File: src/rtl/delay_stage_arbiter_pkg.sv
// Shared types and constants for the delay-stage arbiter slice.
package delay_stage_arbiter_pkg;

    typedef enum logic {
        IDLE  = 1'b0,
        SERVE = 1'b1
    } state_t;

    localparam int BEAT_W = 4;

endpackage

File: src/rtl/delay_stage_arbiter_rr_pick.sv
// Round-robin picker: first valid index at or above ptr, wrapping around.
module rr_pick #(
    parameter int N_REQ = 4,
    parameter int IW    = $clog2(N_REQ)
) (
    input  logic [N_REQ-1:0] valid,
    input  logic [IW-1:0]    ptr,
    output logic [IW-1:0]    idx,
    output logic             found
);

    logic [IW-1:0] cand;

    // Walk downward so the candidate closest to ptr is the last one written.
    always_comb begin
        idx   = '0;
        found = 1'b0;
        cand  = '0;
        for (int k = N_REQ - 1; k >= 0; k--) begin
            cand = ptr + IW'(k);
            if (valid[cand]) begin
                idx   = cand;
                found = 1'b1;
            end
        end
    end

endmodule

File: src/rtl/delay_stage_arbiter.sv
// Round-robin arbiter feeding N_REQ requesters into one registered delay stage,
// with bounded bursts per grant.
module delay_stage_arbiter
    import delay_stage_arbiter_pkg::*;
#(
    parameter int N_REQ     = 4,
    parameter int DATA_W    = 16,
    parameter int BURST_MAX = 4,
    localparam int IW       = $clog2(N_REQ)
) (
    input  logic                    clk,
    input  logic                    rst,
    input  logic [N_REQ-1:0]        req_valid,
    input  logic [N_REQ*DATA_W-1:0] req_data,
    output logic [N_REQ-1:0]        req_ready,
    output logic [DATA_W-1:0]       out_data,
    output logic                    out_valid,
    input  logic                    out_ready,
    output logic [IW-1:0]           grant_id,
    output logic                    busy,
    output state_t                  fsm_state,
    output logic [BEAT_W-1:0]       beat_cnt,
    output logic [IW-1:0]           ptr
);

    // Handshake: a beat moves when valid and ready are both high at a rising edge.

    state_t            state;
    state_t            state_next;
    logic [IW-1:0]     pick_idx;
    logic              pick_found;
    logic              stage_open;
    logic              xfer;
    logic              burst_done;
    logic              release_grant;
    logic [DATA_W-1:0] grant_data;

    rr_pick #(
        .N_REQ (N_REQ),
        .IW    (IW)
    ) u_pick (
        .valid (req_valid),
        .ptr   (ptr),
        .idx   (pick_idx),
        .found (pick_found)
    );

    assign stage_open    = !out_valid || out_ready;
    assign grant_data    = req_data[grant_id*DATA_W +: DATA_W];
    assign xfer          = req_valid[grant_id] && req_ready[grant_id];
    assign burst_done    = xfer && (beat_cnt + BEAT_W'(1) == BEAT_W'(BURST_MAX));
    assign release_grant = (state == SERVE) && (!req_valid[grant_id] || burst_done);
    assign busy          = (state == SERVE);
    assign fsm_state     = state;

    always_comb begin
        req_ready = '0;
        if (state == SERVE && stage_open) begin
            req_ready[grant_id] = 1'b1;
        end
    end

    always_comb begin
        state_next = state;
        case (state)
            IDLE:    if (pick_found)    state_next = SERVE;
            SERVE:   if (release_grant) state_next = IDLE;
            default: state_next = IDLE;
        endcase
    end

    always_ff @(posedge clk or negedge rst) begin
        if (!rst) begin
            state <= IDLE;
        end else begin
            state <= state_next;
        end
    end

    always_ff @(posedge clk or negedge rst) begin
        if (!rst) begin
            grant_id <= '0;
            beat_cnt <= '0;
            ptr      <= '0;
        end else begin
            if (state == IDLE && pick_found) begin
                grant_id <= pick_idx;
                beat_cnt <= '0;
            end
            if (xfer) begin
                beat_cnt <= beat_cnt + BEAT_W'(1);
            end
            if (release_grant) begin
                ptr <= grant_id + IW'(1);
            end
        end
    end

    // Delay stage: load on transfer, otherwise hold data and drop valid once consumed.
    always_ff @(posedge clk or negedge rst) begin
        if (!rst) begin
            out_data  <= '0;
            out_valid <= 1'b0;
        end else if (xfer) begin
            out_data  <= grant_data;
            out_valid <= 1'b1;
        end else if (out_valid && out_ready) begin
            out_valid <= 1'b0;
        end
    end

endmodule

File: config.mk
export PLATFORM = sky130hd
export DESIGN_NAME = delay_stage_arbiter
export DESIGN_NICKNAME = d
export VERILOG_FILES = /design/src/rtl/delay_stage_arbiter_pkg.sv /design/src/rtl/delay_stage_arbiter_rr_pick.sv /design/src/rtl/delay_stage_arbiter.sv
export SDC_FILE = /design/constraint.sdc
export NUM_CORES = 1
export LEC_CHECK = 0
export ABC_AREA = 0
export CAP_MARGIN = 10
export CORE_MARGIN = 5
export CORE_UTILIZATION = 30
export DETAILED_ROUTE_END_ITERATION = 8
export GPL_TIMING_DRIVEN = 0
export PLACE_DENSITY_LB_ADDON = 0.25
export SKIP_CTS_REPAIR_TIMING = 1
export SYNTH_ARGS = -nofsm -noshare
export SYNTH_HDL_FRONTEND = slang
export SYNTH_SLANG_ARGS = --single-unit
File: constraint.sdc
create_clock -name clk -period 3.4 [get_ports clk]
set_clock_uncertainty 0.05 [all_clocks]
set_input_delay 0.51 -clock clk [delete_from_list [all_inputs] [get_ports clk]]
set_output_delay 0.51 -clock clk [all_outputs]
set_load 0.02 [all_outputs]
## After elaboration in Yosys (flattened, before gate mapping)

Index checks and enable logic that the tools add are counted.

| word-level totals | value |
|---|---|
| bits in writable memories | 0 |
| bits in read-only memories | 0 |
| bits of input ports | 71 |
| memories kept | 0 |
| bits in latches | 0 |
| register bits after elaboration | 26 |

| operators by class | value |
|---|---|
| shift-type cells | 1 |
| add/subtract/negate cells | 5 |
| multipliers | 0 |
| magnitude comparators | 6 |
| equal/unequal tests | 1 |
| reductions and logical operators | 13 |
| bitwise logic cells | 1 |
| div/mod/pow operators | 0 |
| multiplexer cells | 30 |

Operators with widths:

| operator | count |
|---|---|
| variable part select 64 x 7 -> 16 bit | 1 |
| less-than comparator 2 x 3 -> 1 bit, second input constant | 5 |
| 2-to-1 mux 1 bit | 15 |
| binary-select mux 1 bit (select 2 bit) | 6 |
| 2-to-1 mux 4 bit | 3 |
| 2-to-1 mux 2 bit | 4 |
| logical AND 1 bit | 7 |
| adder 2 x 1 -> 2 bit, second input constant | 2 |
| adder 2 bit, second input constant | 2 |
| adder 4 x 1 -> 4 bit, second input constant | 1 |
| equality test 4 x 3 -> 1 bit, second input constant | 1 |
| nonzero test 2 bit | 2 |
| demux 1 bit (select 2 bit) | 1 |
| greater-or-equal comparator 2 x 1 -> 1 bit, second input constant | 1 |
| zero test 1 bit | 2 |
| logical OR 1 bit | 2 |
| one-hot mux 1 bit (2 select lines) | 1 |
| inverter 1 bit | 1 |

## Depth between registers and ports, before layout

Gate-level depths: netlist of the first run.

| logic depth | value |
|---|---|
| word-level depth | 13 |
| mapped depth | 9 |

## By module

A second synthesis of the first run with hierarchy kept.

| second synthesis, totals | value |
|---|---|
| cells, all modules | 118 |
| area total of the unflattened synthesis | 1715.4 µm² |

By module, submodules not included:

| module | cells each | instances | seq. area each (µm²) | area an instance (µm²) |
|---|---|---|---|---|
| delay_stage_arbiter | 105 | 1 | 650.6 | 1637.8 |
| rr_pick | 13 | 1 | 0.0 | 77.6 |

## Worst setup path before layout of the first run

No wires, ideal clock.

| timing path | value |
|---|---|
| kind | register to register |
| start | register grant_id[1] |
| end | register out_data[0] |
| cell stages (with the launch flop) | 9 |
| arrival | 2.505 ns |
| setup time | 0.125 ns |
| clock period less this slack | 2.680 ns |
| data required time | 3.225 ns |
| path slack | 0.720 ns |
| cell sequence | dfrtp_1 > buf_4 > clkbuf_1 > inv_1 > ha_1 > mux4_1 > nand4_4 > buf_8 > mux2_4 |

| on the way | value |
|---|---|
| cells in the longest elaborated chain, start to end | 8 |
| elaborated cells between the ends (all ways) | 12 |

RTL lines:

| item | RTL line | source |
|---|---|---|
| start, declared | delay_stage_arbiter.sv:19 | `output logic [IW-1:0] grant_id,` |
| start signal, assigned | delay_stage_arbiter.sv:87 | `grant_id <= pick_idx;` |
| less-than comparator 2 x 3 -> 1 bit (not written as such) / greater-or-equal comparator 2 x 1 -> 1 bit (equally long branches) | delay_stage_arbiter.sv:59 | `req_ready[grant_id] = 1'b1;` |
| logical AND 1 bit (not written as such) | delay_stage_arbiter.sv:59 |  |
| 2-to-1 mux 1 bit (not written as such) | delay_stage_arbiter.sv:59 |  |
| demux 1 bit (select 2 bit) | delay_stage_arbiter.sv:59 |  |
| 2-to-1 mux 4 bit | delay_stage_arbiter.sv:58 | `if (state == SERVE && stage_open) begin` |
| binary-select mux 1 bit (select 2 bit) | delay_stage_arbiter.sv:50 | `assign xfer = req_valid[grant_id] && req_ready[grant_id];` |
| 2-to-1 mux 1 bit (not written as such) | delay_stage_arbiter.sv:50 |  |
| logical AND 1 bit | delay_stage_arbiter.sv:50 |  |
| end signal, assigned | delay_stage_arbiter.sv:105 | `out_data <= grant_data;` |
| end, declared | delay_stage_arbiter.sv:16 | `output logic [DATA_W-1:0] out_data,` |

Parallel ways exist; a longest one is shown, timed or not. The select of a mux whose other input is x is not followed.
A chain may end at the register's enable or synchronous reset.

## Final worst setup path of the first run

| timing path | value |
|---|---|
| start | register grant_id[1] |
| end | output req_ready[0] |

| on the way | value |
|---|---|
| cells in the longest elaborated chain, start to end | 5 |
| elaborated cells between the ends (all ways) | 6 |

RTL lines:

| item | RTL line | source |
|---|---|---|
| less-than comparator 2 x 3 -> 1 bit (not written as such) / greater-or-equal comparator 2 x 1 -> 1 bit (equally long branches) | delay_stage_arbiter.sv:59 |  |
| logical AND 1 bit (not written as such) | delay_stage_arbiter.sv:59 |  |
| 2-to-1 mux 1 bit (not written as such) | delay_stage_arbiter.sv:59 |  |
| demux 1 bit (select 2 bit) (*) | delay_stage_arbiter.sv:59 |  |
| 2-to-1 mux 4 bit (*) | delay_stage_arbiter.sv:58 |  |
| end, declared | delay_stage_arbiter.sv:15 | `output logic [N_REQ-1:0] req_ready,` |

Mark *: on every way between the ends. The rest lies on a longest branch, timed or not.

==> impl_results.md, run 1 <==
- Status: completed
- DRC: 0
- Filler cells: 480
- # setup viols final: 0
- Vias/cell: 4.88
- Synth Instances: 117
- WP data required: 2.84 ns
- Final core utilization: 0.524
- Clk slew on worst S/H paths: 0.10 ns
- Drt wl/cell: 16.8 µm
- VDD IR max: 0.344 mV
- Measured slew at the worst slew-check pin: 0.797 ns
- Post-DP HPWL: 4020 µm
- H-tree depth reported by CTS: 1
- 1st-iter DRT viols: 26
- Combinational share of power: 0.652
- HP Class: flop to flop
- Placed cell areas: 2810 µm²
- Fin nets: 300
- Crit-path max cell delay: 0.54 ns
- Detailed Routing Iterations Pass 1: 4
- Worst Path Max Fanout: 10
- Die height: 85.0 µm
- Worst R2R Setup Slack: 0.41 ns
- Internal power: 1.37 mW
- Critical-path cell list: buf_4, clkbuf_1, inv_1, ha_1, and3_1, clkdlybuf4s50_1
- Ant diodes: 0
- Layout cell share with drive strength beyond 1: 0.215
- Worst slew margin: 0.463
- Largest net degree at the start of global routing: 16
- WL final: 4960 µm
- Area grow syn2layout: 70.2%
- Final Cell Area: 2870 µm²
- RSZ-0062 raised after global routing: no
- Routed vias: 1439
- Net Sw Power: 837 µW
- Critical path's slowest cell: clkdlybuf4s50_1
- CP Class: flop to primary output
- Fmax: 325 MHz
- Clk pwr share: 0.093
- Setup TNS: 0 ns
- Core ar.: 5470 µm²
- Final worst-path cycle share: 0.906
- Clock latency on the worst-skew pair: 0.27 ns
- Initial antenna violation count: 0
- Gr usage total: 0.136
- First-pass GRT wire length: 7980 µm
- Flops & latches, synth: 26
- Data arrival time of the worst path: 2.52 ns
- Minimum clock period: 3.08 ns
- Mean post-synth cell area: 14.4 µm²
- Gpl congestion: 0.787
- Yosys warning count: 0
- Clk buf depth: 2
- CP endpoint kind: primary output
- Post-synth top area share: 0.386
- Max-slew violations: 0
- Syn_nets: 193
- Sequential area share after synthesis: 0.386
- Global route overflow: 0
- Final std cells w/o fill: 295
- Top Ports: 102
- Vias in the first global route: 1553
- Crit start category: flop
- Core Rows: 27
- Starting Density: 0.308
- Clock Tree Root: clkbuf_8
- Mapped cell area: 1690 µm²
- Post-route ant nets: 0
- LEAKAGE: 1.18 nW
- Synth area leader: dfrtp_1
- Die Area: 7220 µm²
- Die W: 85.0 µm
- # placed instances: 291
- Final Hold Viols: 0
- Num CTS Buffers: 3
- Reg power frac: 0.255
- Largest cells by area after synthesis: dfrtp_1, mux4_2, mux2_4
- Pwr dens: 769 nW/µm²
- Synth cell types: 29
- CTS tree: done
- Max cap viols: 0
- Clk sink count: 26
- Sw frac: 0.379
- Number of buffers added on ports: 101
==> registers in the layout, indices dropped and copies added, names as in the netlist <==
signal and cells:
beat_cnt 4, busy 1, grant_id 2, out_data 16
out_valid 1, ptr 2
==> layer usage <==
metal  GRT usage  vias up  part of all wire
met2       0.234       54              0.50
met3      0.0340        2             0.065
met4      0.0345        0            0.0052
met1       0.170      716              0.42
met5           0        -                 0
li1            -      667                 -
==> cells in the mapped netlist <==
library cell and count:
and3_1 4, clkbuf_1 1, o41ai_1 1, o21ai_1 1
dfrtp_1 26, buf_8 1, buf_4 4, o41ai_2 1
buf_6 1, o22ai_1 1, mux2i_1 2, mux4_2 17
mux2_2 7, nand4_4 1, ha_1 5, nand2b_1 3
o21a_1 1, mux2_4 10, nand3_1 5, o21ai_0 4
nor2_1 1, inv_1 5, a31o_2 1, mux4_1 1
nand2_1 5, nand4_1 1, nor3b_1 2, xor2_1 1
a21oi_1 4
==> final timing paths <==
check	startpoint	to	cells past startpoint
worst max-delay path	grant_id[1]	req_ready[0]	6
max in group asynchronous	rst	out_data[11]	2
min in group asynchronous	rst	out_data[3]	1
worst min-delay path	out_data[8]	out_data[8]	1
worst max register to register	grant_id[1]	out_data[2]	8
worst min register to register	out_data[8]	out_data[8]	1
==> stage by stage <==
step / power, mW / hold slack, ns / setup WS (ns)
global placement: 2.01 / 0.438 / 0.412
floorplan: 1.46 / 0.164 / 0.720
global route: 2.35 / 0.477 / 0.171
CTS: 2.25 / 0.467 / 0.272
finish: 2.21 / 0.464 / 0.320
detailed placement: 2.03 / 0.440 / 0.381
==> placed cells by master, fill, tap and decap left out <==
cell and count:
o21ai_1 1, buf_4 4, mux2i_1 2, xor2_1 1
o21a_1 1, o22ai_1 1, clkbuf_8 4, nand4_4 1
buf_8 1, o21ai_0 4, nand2b_1 3, a31o_2 1
o41ai_2 1, nor3b_1 2, mux2_2 7, mux4_2 17
nor2_1 1, buf_16 1, ha_1 5, inv_1 5
nand4_1 1, a21oi_1 4, nand3_1 5, clkdlybuf4s50_1 101
o41ai_1 1, clkbuf_1 1, buf_6 1, nand2_1 5
mux2_4 10, and3_1 4, mux4_1 1, dfrtp_1 26
==> power groups by stage <==
stage	logic (mW)	clock network (mW)	registers [mW]
final	1.44	0.206	0.562
after global routing	1.54	0.230	0.585
after CTS	1.47	0.215	0.564
after detailed placement	1.46	0	0.568
after global placement	1.45	0	0.563
after floorplan	0.738	0	0.722
==> critical path: cells and delay by family, from the launching register on <==
kind | cells | cell delay (ns)
buf+inv | 4 | 1.41
flops | 1 | 0.44
fa+ha+maj | 1 | 0.23
simple gates | 1 | 0.16
==> cell families (layout without fill, tap and decap cells) <==
family | Yosys count | in the layout | share of synthesized area
AOI/OAI and AO/OA | 14 | 14 | 0.0549
adders and majority gates | 5 | 5 | 0.0371
xor gates and xnor gates | 1 | 1 | 0.00520
and+or+nand+nor | 22 | 22 | 0.0794
DFF | 26 | 26 | 0.386
buffers and inverters | 12 | 118 | 0.0468
muxes | 37 | 37 | 0.391
==> cell type report <==
| cell class | count | area (µm²) | share of cell area |
|---|---|---|---|
| repair buffers | 102 | 1040 | 0.362 |
| clock buffers | 4 | 55.1 | 0.0192 |
| plain buffers | 7 | 60.1 | 0.0209 |
| multi-input cells | 79 | 956 | 0.333 |
| inverters | 5 | 18.8 | 0.00654 |
| well taps | 72 | 90.1 | 0.0314 |
| flip-flops and latches | 26 | 651 | 0.227 |
Note: power is estimated with default switching activity, not from simulation.
==> inputs of run 2 (changes only) <==
--- a/config.mk
+++ b/config.mk
@@ -11,2 +11,3 @@
 export CORE_UTILIZATION = 30
+export CTS_BUF_LIST = sky130_fd_sc_hd__clkbuf_8 sky130_fd_sc_hd__clkbuf_16
 export DETAILED_ROUTE_END_ITERATION = 8
==> constraint.sdc (replaced) <==
create_clock -name clk -period 3.4 [get_ports clk]
set_clock_uncertainty 0.05 [all_clocks]
set_input_delay 0.68 -clock clk [delete_from_list [all_inputs] [get_ports clk]]
set_output_delay 0.68 -clock clk [all_outputs]
set_load 0.02 [all_outputs]
==> results of run 2 <==
The final DEF is identical to that of run 1. Status: completed.
Main changes from that run: setup slack after layout 0.320 ns -> 0.150 ns
==> inputs of run 3 (changes only) <==
TNS_END_PERCENT = 5   (was not set)
==> results of run 3 <==
The final DEF is identical to that of run 1. Status: completed.
Main changes from that run: setup slack after layout 0.320 ns -> 0.150 ns
